**src/rtl/audio_voice_scheduler.sv**
```systemverilog
// audio_voice_scheduler
// Shares one codec output path between NUM_VOICES sample sources. Each frame
// visits the voices round-robin, one slot per cycle, sums their signed
// samples in a widened accumulator, applies an arithmetic-shift attenuation,
// saturates to SAMPLE_W bits and issues a single write strobe to the codec
// controller once its output FIFO has space.
//
// Ports:
//   CLOCK_50          system clock
//   reset             asynchronous active-high reset
//   voice_en          per-voice enable mask
//   attn              attenuation, right shift of the sum by attn bits
//   voice_valid       voice i has a sample ready
//   voice_sample      packed samples, voice i at [i*SAMPLE_W +: SAMPLE_W]
//   voice_ready       accept strobe for the voice in the current slot
//   audio_out_allowed codec output FIFO has space
//   write_audio_out   one-cycle write strobe to the codec controller
//   mix_down          saturated mixed sample
//   busy              high while a frame is in progress
//   underrun_count    saturating count of enabled-but-not-valid slots
module audio_voice_scheduler #(
    parameter int unsigned NUM_VOICES = 4,
    parameter int unsigned SAMPLE_W   = 32
) (
    input  logic                             CLOCK_50,
    input  logic                             reset,
    input  logic [NUM_VOICES-1:0]            voice_en,
    input  logic [1:0]                       attn,
    input  logic [NUM_VOICES-1:0]            voice_valid,
    input  logic [NUM_VOICES*SAMPLE_W-1:0]   voice_sample,
    output logic [NUM_VOICES-1:0]            voice_ready,
    input  logic                             audio_out_allowed,
    output logic                             write_audio_out,
    output logic [SAMPLE_W-1:0]              mix_down,
    output logic                             busy,
    output logic [15:0]                      underrun_count
);

    localparam int unsigned SLOT_W = (NUM_VOICES > 1) ? $clog2(NUM_VOICES) : 1;
    localparam int unsigned ACC_W  = SAMPLE_W + $clog2(NUM_VOICES) + 1;

    localparam logic signed [ACC_W-1:0] SAT_MAX =
        ACC_W'($signed({1'b0, {(SAMPLE_W-1){1'b1}}}));
    localparam logic signed [ACC_W-1:0] SAT_MIN =
        ACC_W'($signed({1'b1, {(SAMPLE_W-1){1'b0}}}));
    localparam logic [SLOT_W-1:0] LAST_SLOT = SLOT_W'(NUM_VOICES - 1);

    typedef enum logic [1:0] {
        IDLE    = 2'd0,
        COLLECT = 2'd1,
        SAT     = 2'd2,
        WRITE   = 2'd3
    } state_t;

    state_t                    state;
    logic [SLOT_W-1:0]         slot;
    logic signed [ACC_W-1:0]   acc;

    logic signed [SAMPLE_W-1:0] samples [NUM_VOICES];
    logic signed [ACC_W-1:0]    cur_ext;
    logic signed [ACC_W-1:0]    shifted;
    logic [SAMPLE_W-1:0]        sat_val;
    logic                       slot_take;
    logic                       slot_underrun;

    // Unpack the flat sample bus into per-voice signed words.
    for (genvar g = 0; g < NUM_VOICES; g++) begin : g_unpack
        assign samples[g] = voice_sample[g*SAMPLE_W +: SAMPLE_W];
    end

    // Sign-extended sample of the voice in the current slot.
    assign cur_ext       = ACC_W'(samples[slot]);
    assign slot_take     = (state == COLLECT) && voice_en[slot] && voice_valid[slot];
    assign slot_underrun = (state == COLLECT) && voice_en[slot] && !voice_valid[slot];

    // Ready must coincide with the slot that consumes the sample, so it is
    // decoded from the current state and slot rather than registered.
    always_comb begin
        voice_ready = '0;
        if (slot_take) begin
            voice_ready[slot] = 1'b1;
        end
    end

    // Attenuate then clamp to the SAMPLE_W signed range.
    assign shifted = acc >>> attn;

    always_comb begin
        if (shifted > SAT_MAX) begin
            sat_val = {1'b0, {(SAMPLE_W-1){1'b1}}};
        end else if (shifted < SAT_MIN) begin
            sat_val = {1'b1, {(SAMPLE_W-1){1'b0}}};
        end else begin
            sat_val = shifted[SAMPLE_W-1:0];
        end
    end

    assign write_audio_out = (state == WRITE) && audio_out_allowed;

    // Frame sequencer: IDLE -> COLLECT (one cycle per voice) -> SAT -> WRITE.
    always_ff @(posedge CLOCK_50 or posedge reset) begin
        if (reset) begin
            state          <= IDLE;
            slot           <= '0;
            acc            <= '0;
            mix_down       <= '0;
            busy           <= 1'b0;
            underrun_count <= '0;
        end else begin
            case (state)
                IDLE: begin
                    if (audio_out_allowed) begin
                        acc   <= '0;
                        slot  <= '0;
                        state <= COLLECT;
                        busy  <= 1'b1;
                    end
                end
                COLLECT: begin
                    if (slot_take) begin
                        acc <= acc + cur_ext;
                    end
                    if (slot_underrun && (underrun_count != 16'hFFFF)) begin
                        underrun_count <= underrun_count + 16'd1;
                    end
                    if (slot == LAST_SLOT) begin
                        state <= SAT;
                    end else begin
                        slot <= slot + SLOT_W'(1);
                    end
                end
                SAT: begin
                    mix_down <= sat_val;
                    state    <= WRITE;
                end
                WRITE: begin
                    if (audio_out_allowed) begin
                        state <= IDLE;
                        busy  <= 1'b0;
                    end
                end
                default: begin
                    state <= IDLE;
                    busy  <= 1'b0;
                end
            endcase
        end
    end

endmodule

```
**config.mk**
```make
export PLATFORM = sky130hd
export DESIGN_NAME = audio_voice_scheduler
export DESIGN_NICKNAME = d
export VERILOG_FILES = /design/src/rtl/audio_voice_scheduler.sv
export SDC_FILE = /design/constraint.sdc
export NUM_CORES = 1
export LEC_CHECK = 0
export BUFFER_PORTS_ARGS = -buffer_cell sky130_fd_sc_hd__buf_2
export CAP_MARGIN = 30
export CORE_ASPECT_RATIO = 1.75
export CORE_UTILIZATION = 50
export CTS_CLUSTER_DIAMETER = 150
export DETAILED_ROUTE_END_ITERATION = 7
export HOLD_SLACK_MARGIN = 0.02
export PLACE_DENSITY_LB_ADDON = 0.25
export SETUP_SLACK_MARGIN = 0.05
export SYNTH_ARGS = -nofsm -noshare
export SYNTH_HDL_FRONTEND = slang
export SYNTH_SLANG_ARGS = --single-unit
```
**constraint.sdc**
```tcl
create_clock -name CLOCK_50 -period 5.3 [get_ports CLOCK_50]
set_input_delay 1.59 -clock CLOCK_50 [delete_from_list [all_inputs] [get_ports CLOCK_50]]
set_output_delay 1.59 -clock CLOCK_50 [all_outputs]
set_load 0.05 [all_outputs]
```
== Yosys cells after proc, flatten, opt, wreduce, memory -nomap -nowiden ==
Cells that the tools add are included.
Word-level totals
  register bits: 88
  input port bits: 141
  output and inout port bits: 54
  word-level logic and storage cells: 65
Operators by class
  add/sub/neg operators: 3
  $lt $le $gt $ge: 5
  equal/unequal tests: 10
  shift operators: 1
  multiplexer cells: 24
  bitwise operators: 1
  reductions and logical operators: 15
Operator list (number)
  $mux 32: 4
  $mux 35: 2
  $pmux 35 s2: 1
  $bmux 32 s2: 1
  $add 35x32->35: 1
  $gt 35x32->1 const B: 1
  $lt 35x32->1 const B: 1
  $sshr 35x2->35: 1
  $add 16x1->16 const B: 1
  $ne 16x16->1 const B: 1
  $reduce_and 3->1: 4
  $mux 2: 4
  $ne 2x2->1 const B: 4
  $pmux 2 s4: 1
  $eq 2x2->1 const B: 3
  $logic_and 1x1->1: 6
  $mux 1: 5
  $bmux 1 s2: 2
  $mux 4: 1
  $pmux 2 s2: 1
  $reduce_bool 2->1: 2
  $ge 3x3->1 const B: 1
  $lt 2x3->1 const B: 1
  $not 2->3: 1
  other kinds (9): 9

== Longest topological paths before layout ==
Gate-level depths: netlist of the first run.
  depth after elaboration: 7
  gate-level depth with buffers: 14
  depth with buffers taken out: 12

== Least setup slack after synthesis of the first run ==
No wires, ideal clock.
  path type: in2out
  start: in voice_valid[1]
  end: out voice_ready[0]
  data arrival time: 2690 ps
  data required time: 3710 ps
  slack: 1020 ps
  stages: 3
  path buffers: 0
  path through: mux4_1 and3_1 and2_1
On the way
  longest elaborated chain between the ends: 4
RTL lines
  start, declared: RTL line 29  | input logic [NUM_VOICES-1:0] voice_valid,
  $bmux 1 s2: RTL line 73  | assign slot_take = (state == COLLECT) && voice_en[slot] && voice_valid[slot];
  $mux 1 (implied by the code): RTL line 73
  $logic_and 1x1->1: RTL line 73
  $mux 4: RTL line 80  | if (slot_take) begin
  end, declared: RTL line 31  | output logic [NUM_VOICES-1:0] voice_ready,
Every way passes these cells. The select of a mux whose other input is x is not followed.

== Final worst setup path of the first run ==
  start: in voice_valid[1]
  end: out voice_ready[3]
The elaborated chain is that of the path after synthesis.

==> results of run 1 <==
-- power groups by stage --
stage          registers [mW]  clock network, mW  logic [mW]
2_1_floorplan            1.71                  0        2.60
3_3_place_gp             1.32                  0        3.77
3_5_place_dp             1.35                  0        3.85
4_1_cts                  1.34              0.614        3.87
6_report                 1.33              0.611        3.87
5_1_grt                  1.39              0.647        4.22
-- through the flow --
| stage | cell area [um^2] | setup slack, ps | hold WS [ps] |
|---|---|---|---|
| global placement | 8090 | 637 | 478 |
| global route | 8420 | 692 | 535 |
| floorplan | 6990 | 1020 | 473 |
| finish | 8420 | 795 | 507 |
| CTS | 8420 | 798 | 513 |
| detailed placement | 8140 | 569 | 495 |
-- path summary, 6_finish.rpt --
check / start / endpoint / slack, ps
worst max-delay path: voice_valid[1] / voice_ready[3] / 800
worst min-delay path: underrun_count[7] / underrun_count[7] / 510
worst max register to register: slot[1] / acc[34] / 1350
worst min register to register: underrun_count[7] / underrun_count[7] / 510
max in group asynchronous: reset / underrun_count[15] / 3470
min in group asynchronous: reset / underrun_count[1] / 1170
-- state kept, by name, summed over array words and instances, names as in the netlist --
signal	count
acc	35
busy	1
mix_down	32
slot	2
state	2
underrun_count	16
-- cell usage in the layout (no fill, tap or decap), types with 3 or more instances in the layout --
cell       instances
nand2_1           62
ha_1              42
mux4_1             3
o21a_1             4
and2_1             5
a21oi_1          105
a21oi_2            3
nand3_1            9
nor3_1             9
xnor2_1           29
nand4_1            9
o21ai_0           26
and3_1             5
o31ai_1            9
xor2_1            11
inv_1             20
clkinv_2           3
o211ai_1           4
a221o_1            3
nor2_1            55
buf_2            194
a21o_1            12
a211oi_1           3
mux4_2            62
o21bai_1          11
clkbuf_16          9
buf_4              6
o21ai_1            6
mux2_2             3
dfrtp_1           86
-- metal layers --
metal	share of wire [%]	global-route usage [%]	vias up
met4	1.5	7.86	0
met5	0	0	-
met2	58	52.2	176
met3	3.2	3.01	20
met1	37	28.4	3037
li1	-	-	2925
-- cell type report --
| type | instances | area share, % |
|---|---|---|
| clock inverter | 6 | 0.505 |
| inverter | 21 | 0.951 |
| clock buffer | 10 | 2.84 |
| tap | 174 | 2.58 |
| sequential | 88 | 26.2 |
| timing repair buffer | 203 | 12.9 |
| multi-input combinational | 536 | 54.1 |
-- critical path, cell delays in order --
cell and delay [ps]:
buf_2 90, mux4_1 570, and3_1 280, and2_1 180, buf_2 200
-- logic make-up after synthesis --
family | after synthesis | synth area share [%]
AO/OA/AOI/OAI | 210 | 18.9
AND/OR/NAND/NOR | 172 | 11.3
flip-flops | 88 | 31.5
multiplexers | 70 | 21.9
buffers and inverters | 60 | 3.51
adder cells (fa/ha/maj) | 44 | 7.98
XOR/XNOR | 40 | 5.01
==> impl_metrics.toml, run 1 <==
[drt]
drcViolationCount = 0
wl_per_cell_um = 17.9
vias = 6158
vias_per_cell = 5.93
firstDrtPassIters = 5
routed_wl_um = 18600
initialDrtViolationCount = 265
ant_nets = 0

[global_routing]
gr-total-overflow = 0
grt_first_pass_wirelength_um = 29800
grt_antenna_before_repair = 0
grt_start_max_net_pins = 59
track_usage_pct = 26.2
grt_pass1_vias = 6107

[clocking]
cts.clk_slew.worst_paths_ps = 70
clkSinkCount = 88
cts_setup_buffers = 0
cts_made_buffers = 9
postCtsHoldBufs = 0
cts_resized = 0
clock_latency_ps = 350
cts_tree = "done"
cts_max_level = 3
ctsRootBufferMaster = "clkbuf_16"
cts_buffer_depth = 2

[setup_path]
r2r_cells = 12
cp-end-kind = "output pin"
crit_fanout = 4
crit_arrival_ps = 2910
crit_type = "in -> out"
start_kind = "primary input"
worstPathRequired_ps = 3710

[floorplanning]
die_w_um = 91.4
pin_count = 195
die_y_um = 158
start_util_pct = 51.7
dieArea_mm2 = 0.0145
rows = 56
core-area_mm2 = 0.0135

[sta]
timing.fmax_mhz = 222
tns_ps = 0
max_slew_margin_pct = 43.6
min_period_ps = 4500
slew_viol_final = 0
finalCritPeriodShare_pct = 85.0
finalHoldViolations = 0
skew_ps = 8.38
rsz0062_at_grt = "no"
setup_viol = 0
worst_pin_slew_ps = 845

[power]
p_total_mw = 5.81
seqPwrFrac_pct = 22.9
p_leak_nw = 3.87
p_comb_share_pct = 66.5
clock_power_share_pct = 10.5
internal_power_mw = 2.84
vdd_ir_drop_max_mv = 0.499
switching_share_pct = 51.1
power_density_mw_per_mm2 = 690
switching_power_mw = 2.97

[logic_synthesis]
synth-edff-count = 0
synthArstFlopShare_pct = 100
synth_cell_types = 67
syn_avg_cell_area_um2 = 10.2
yosysWarnings = 0
synth_flop_cell = "dfrtp_1"
syn_inst = 684
synth_top_cell_by_area = "dfrtp_1"
synthTopCellsByCount = "105 x a21oi_1, 88 x dfrtp_1, 62 x mux4_2, 62 x nand2_1, 56 x nor2_1"
yosysMostFrequentCell = "a21oi_1"
synth_nets = 869
synth_seq_cells = 88
netlist.area_leader.share_pct = 31.5
synthTopCellsByArea = "dfrtp_1 31%, mux4_2 20%, ha_1 7.7%, a21oi_1 7.5%, xnor2_1 3.6%"
seq_area_frac_synth_pct = 31.5
syn-cell-area_mm2 = 0.00699

[worst_hold_path]
min_path_type = "reg -> reg"
min_path_cells = 1

[cells_and_area]
nets = 1044
num_antenna_cells = 0
fillers = 1132
post_layout_nonfiller_instances = 1038
drive_above_1_share_pct = 36.0
seq_area_mm2 = 0.00220
multiInputGateArea_mm2 = 0.00456
area_growth_pct = 20.4
final_core_util_pct = 62.3

[place]
dpl.cell_count = 1022
numPortBuffers = 194
hpwl_um = 14100
gp_congestion = 0.919

[run]
cap_violations = 0

[status]
status = "completed"
Power figures use the tool's default switching activity.
==> run 2, diff against run 1 <==
--- a/config.mk
+++ b/config.mk
@@ -5,6 +5,7 @@
 export SDC_FILE = /design/constraint.sdc
 export NUM_CORES = 1
 export LEC_CHECK = 0
+export ABC_AREA = 1
 export BUFFER_PORTS_ARGS = -buffer_cell sky130_fd_sc_hd__buf_2
 export CAP_MARGIN = 30
 export CORE_ASPECT_RATIO = 1.75
==> constraint.sdc (replaced) <==
create_clock -name CLOCK_50 -period 3.79 [get_ports CLOCK_50]
set_input_delay 1.137 -clock CLOCK_50 [delete_from_list [all_inputs] [get_ports CLOCK_50]]
set_output_delay 1.137 -clock CLOCK_50 [all_outputs]
set_load 0.05 [all_outputs]
==> impl_metrics.toml, run 2 <==
[status]
status = "completed"

[cells_and_area]
nets = 1585
layout_commonest_cell = "nand2_1"
final_cell_mix = "317 x nand2_1, 194 x buf_2, 176 x nor2_1"
num_antenna_cells = 0
area_growth_pct = 18.0
drive_above_1_share_pct = 17.8
regMostFlops = "acc"
final_area_mm2 = 0.00919
top_regs = "acc (35), mix_down (32), underrun_count (16)"
largest_register_ffs = 35
final_core_util_pct = 60.0

[logic_synthesis]
synth_seq_cells = 88
synthTopCellsByCount = "317 x nand2_1, 176 x nor2_1, 134 x inv_1"
syn-cell-area_mm2 = 0.00779
synthTopCellsByArea = "dfrtp_1 28%, nand2_1 15%, nor2_1 8.5%, o21ai_0 7.7%, ha_1 6.9%"
syn_avg_cell_area_um2 = 6.32
synth_nets = 1417
yosysWarnings = 0
yosysMostFrequentCell = "nand2_1"
synth-edff-count = 0
synth_cell_types = 37
netlist.area_leader.share_pct = 28.3
seq_area_frac_synth_pct = 28.3
synth_top_cell_by_area = "dfrtp_1"
syn_inst = 1232
synthArstFlopShare_pct = 100
synth_flop_cell = "dfrtp_1"

[place]
hpwl_um = 18400
numPortBuffers = 194
place_ws_ps = 486
place_area_mm2 = 0.00889
gp_congestion = 0.961

[global_routing]
gr-total-overflow = 0
grt_antenna_before_repair = 0
grt_pass1_vias = 8213
grtUsageMet1_pct = 34.7
grt_start_max_net_pins = 89
use_met3_pct = 3.50
track_usage_pct = 30.3
grt-busiest-layer = "met2"
use_met2_pct = 55.0
grt_first_pass_wirelength_um = 38100

[setup_path]
slowest_stage = "buf_4"
crit_fanout = 70
start_kind = "flip-flop"
cp_cell_sequence = "buf_4 > nor2_1 > nor2_1 > o21ai_0 > a21oi_2 > nand2_2 > nor2_1 > buf_2"
regToRegSetupSlack_ps = 700
worst_path_dominant_cell_family = "buffers and inverters"
crit_type = "reg -> out"
crit_top_cell = "nor2_1"
slowest_delay_ps = 520
cp-end-kind = "output pin"
worstPathRequired_ps = 2650
path_buf_inv = 2
crit_arrival_ps = 2220

[clocking]
cts.clk_slew.worst_paths_ps = 70
ctsRootBufferMaster = "clkbuf_16"
cts_buffer_depth = 2
clock_latency_ps = 350
cts_tree = "done"
postCtsHoldBufs = 0
cts_max_level = 3
cts_resized = 0
cts_setup_buffers = 0
cts_made_buffers = 9
clkSinkCount = 88

[drt]
firstDrtPassIters = 7
initialDrtViolationCount = 488
ant_nets = 0
vias_per_cell = 5.46
vias = 8683
routed_wl_um = 23800
wl_per_cell_um = 15.0
drcViolationCount = 0

[sta]
hold_slack_ps = 506
finalWorstSetupSlack_ps = 431
finalHoldViolations = 0
worst_pin_slew_ps = 765
skew_ps = 11.2
timing.fmax_mhz = 298
finalCritPeriodShare_pct = 88.6
rsz0062_at_grt = "no"
setup_viol = 0
max_slew_margin_pct = 48.9
tns_ps = 0
min_period_ps = 3360
slew_viol_final = 0

[power]
power_density_mw_per_mm2 = 965
vdd_ir_drop_max_mv = 0.370
p_leak_nw = 4.88

[floorplanning]
pin_count = 195
die_w_um = 96.3
dieArea_mm2 = 0.0161
die_y_um = 167
rows = 60
start_util_pct = 50.8
core-area_mm2 = 0.0153

[run]
cap_violations = 0

[worst_hold_path]
min_path_type = "reg -> reg"
-- run 2: cell count changes after synthesis, moves of 10 or more --
cell      delta
o22ai_1     +44
nand3_1     +56
nand2_1    +255
nor2_1     +120
mux4_2      -62
a21oi_1     -32
xnor2_1     -15
inv_1      +113
o21ai_0     +93
clkbuf_1    +19
a21o_1      -10
o211ai_1    +25
-- run 2: power by group --
part | switching, mW | internal, mW | total [mW]
registers | 0.322 | 1.34 | 1.66
clock network | 0.443 | 0.466 | 0.910
logic | 4.35 | 1.94 | 6.30
-- run 2: final cells by class --
type,count,area [um^2]
clock buffers,9,225
clock inverters,7,73.8
well taps,186,233
repair buffers,209,1100
flip-flops and latches,88,2200
inverters,138,519
fillers,1597,6120
multi-input cells,954,4840
-- run 2: cell families (layout without fill, tap and decap cells) --
family	after synthesis	after routing	share of synthesized area [%]
simple gates	597	597	31.3
xor+xnor	29	29	3.26
mux	1	1	0.129
compound gates	283	283	20.3
buf+inv	190	363	9.61
flops	88	88	28.3
fa+ha+maj	44	44	7.17
-- run 2: final timing paths --
path,startpoint,endpoint,cells past startpoint
hold / removal,busy,busy,2
setup / recovery,slot[0],voice_ready[3],8
min in group asynchronous,reset,busy,3
setup reg to reg,slot[0],acc[17],13
max in group asynchronous,reset,mix_down[14],3
hold reg to reg,busy,busy,2
-- run 2: metal layers --
layer,share of wire [%],up-vias
met2,52,289
met3,4.8,44
met5,0,-
met1,39,3972
li1,-,4378
met4,3.5,0
-- run 2: worst min-delay path, stage by stage, from the launching register on --
cell     delay (ps)
dfrtp_1         340
o21ai_0          80
inv_1            50
-- run 2: stage by stage --
| step | std cells | total power [mW] |
|---|---|---|
| detailed placement | 1575 | 7.91 |
| finish | 1591 | 8.87 |
| global route | 1591 | 9.66 |
| global placement | 1575 | 7.80 |
| floorplan | 1232 | 6.36 |
| CTS | 1591 | 8.84 |
==> run 3, diff against run 2 <==
--- a/config.mk
+++ b/config.mk
@@ -9,7 +9,7 @@
 export BUFFER_PORTS_ARGS = -buffer_cell sky130_fd_sc_hd__buf_2
 export CAP_MARGIN = 30
 export CORE_ASPECT_RATIO = 1.75
-export CORE_UTILIZATION = 50
+export CORE_UTILIZATION = 29
 export CTS_CLUSTER_DIAMETER = 150
 export DETAILED_ROUTE_END_ITERATION = 7
 export HOLD_SLACK_MARGIN = 0.02
==> impl_metrics.toml, run 3 (synthesis results as in run 2) <==
[status]
status = "completed"

[cells_and_area]
final_cell_mix = "317 x nand2_1, 194 x buf_2, 176 x nor2_1"
regMostFlops = "acc"
final_area_mm2 = 0.00939
area_growth_pct = 20.5
largest_register_ffs = 35
num_antenna_cells = 0
fillers = 2932
nets = 1585
final_core_util_pct = 35.4
top_regs = "acc (35), mix_down (32), underrun_count (16)"
drive_above_1_share_pct = 17.7
layout_commonest_cell = "nand2_1"

[drt]
wl_per_cell_um = 15.5
firstDrtPassIters = 5
vias = 8573
initialDrtViolationCount = 385
ant_nets = 0
drcViolationCount = 0
vias_per_cell = 4.96
routed_wl_um = 26800

[setup_path]
cp.depth = 6
r2r-start = "slot[0]"
path_buf_inv = 2
r2r_cells = 15
crit_arrival_ps = 2170
worstPathRequired_ps = 2650
cp_cell_sequence = "inv_2 > nand2_1 > a22oi_2 > nand2_2 > nor2_1 > buf_2"
slowest_stage = "dfrtp_2"
reg2reg_to = "acc[31]"
crit_type = "reg -> out"
slowest_delay_ps = 430
regToRegSetupSlack_ps = 580
worst_path_dominant_cell_family = "buffers and inverters"
start_kind = "flip-flop"
crit_fanout = 28
cp-end-kind = "output pin"

[clocking]
cts_buffer_depth = 2
cts_made_buffers = 9
cts_max_level = 3
cts_tree = "done"
cts_resized = 0
ctsRootBufferMaster = "clkbuf_16"
cts.clk_slew.worst_paths_ps = 60
postCtsHoldBufs = 0
clkSinkCount = 88
clock_latency_ps = 370
cts_setup_buffers = 0

[floorplanning]
start_util_pct = 29.4
rows = 79
dieArea_mm2 = 0.0275
die_w_um = 126
core-area_mm2 = 0.0265
die_y_um = 219
pin_count = 195

[sta]
finalHoldViolations = 0
worst_pin_slew_ps = 790
tns_ps = 0
rsz0062_at_grt = "no"
min_period_ps = 3310
max_slew_margin_pct = 47.3
slew_viol_final = 0
timing.fmax_mhz = 302
finalCritPeriodShare_pct = 87.4
setup_viol = 0
hold_slack_ps = 518
skew_ps = 14.1

[global_routing]
grt_antenna_before_repair = 0
track_usage_pct = 19.7
grt_pass1_vias = 8371
gr-total-overflow = 0
grt_first_pass_wirelength_um = 42300
grt_start_max_net_pins = 71

[worst_hold_path]
min_from = "mix_down[20]"
min_path_cells = 2
min_path_type = "reg -> reg"
hold_end = "mix_down[20]"

[place]
gp_congestion = 0.910
place_area_mm2 = 0.00909
hpwl_um = 21300
numPortBuffers = 194

[power]
vdd_ir_drop_max_mv = 0.296
clock_power_share_pct = 10.3
switching_share_pct = 57.5
p_leak_nw = 4.88
p_comb_share_pct = 71.1
p_total_mw = 8.99
internal_power_mw = 3.82
power_density_mw_per_mm2 = 957
seqPwrFrac_pct = 18.6
switching_power_mw = 5.17

[run]
cap_violations = 0
## run 3: through the flow
step                instances  setup WS [ps]
CTS                      1729            448
detailed placement       1713            303
finish                   1729            479
global placement         1713            263
global route             1729            365
floorplan                1232            374
## run 3: power by group through the flow
| stage | registers, mW | logic (mW) | clock network (mW) |
|---|---|---|---|
| detailed placement | 1.69 | 6.41 | 0 |
| finish | 1.67 | 6.39 | 0.926 |
| CTS | 1.68 | 6.43 | 0.955 |
| global route | 1.72 | 7.15 | 0.980 |
| floorplan | 2.43 | 3.93 | 0 |
| global placement | 1.67 | 6.37 | 0 |
## run 3: worst reg2reg max path: stages, from the launching register on
cell and delay (ps):
dfrtp_2 430, inv_2 420, buf_12 300, nor2_1 120, o22ai_1 390, ha_1 330, nand3_1 100, nand3_1 130
nand2_1 90, nand2_1 120, nand2_1 80, nand2_1 160, nand2_1 180, nand3_1 90, nand3_1 100, nand2_1 50
## run 3: cell type report
type | instances | area, um^2 | area share (%)
clock inverters | 6 | 67.6 | 0.720
inverters | 138 | 519 | 5.53
repair buffers | 209 | 1120 | 11.9
flip-flops and latches | 88 | 2200 | 23.5
clock buffers | 10 | 229 | 2.44
well taps | 324 | 405 | 4.32
multi-input cells | 954 | 4840 | 51.6
## run 3: layer usage
layer	up-vias	GRT usage, %	part of all wire (%)
li1	4372	-	-
met1	3966	21.9	41
met2	206	38.4	54
met3	29	2.34	3.5
met4	0	6.59	2.2
met5	-	0	0
## run 3: worst max-delay path by stage
stage,startpoint,endpoint
after floorplan,reset,acc[0]
after global placement,voice_sample[76],acc[25]
after detailed placement,voice_sample[76],acc[17]
after CTS,slot[0],voice_ready[3]
after global routing,slot[0],voice_ready[3]
final,slot[0],voice_ready[2]
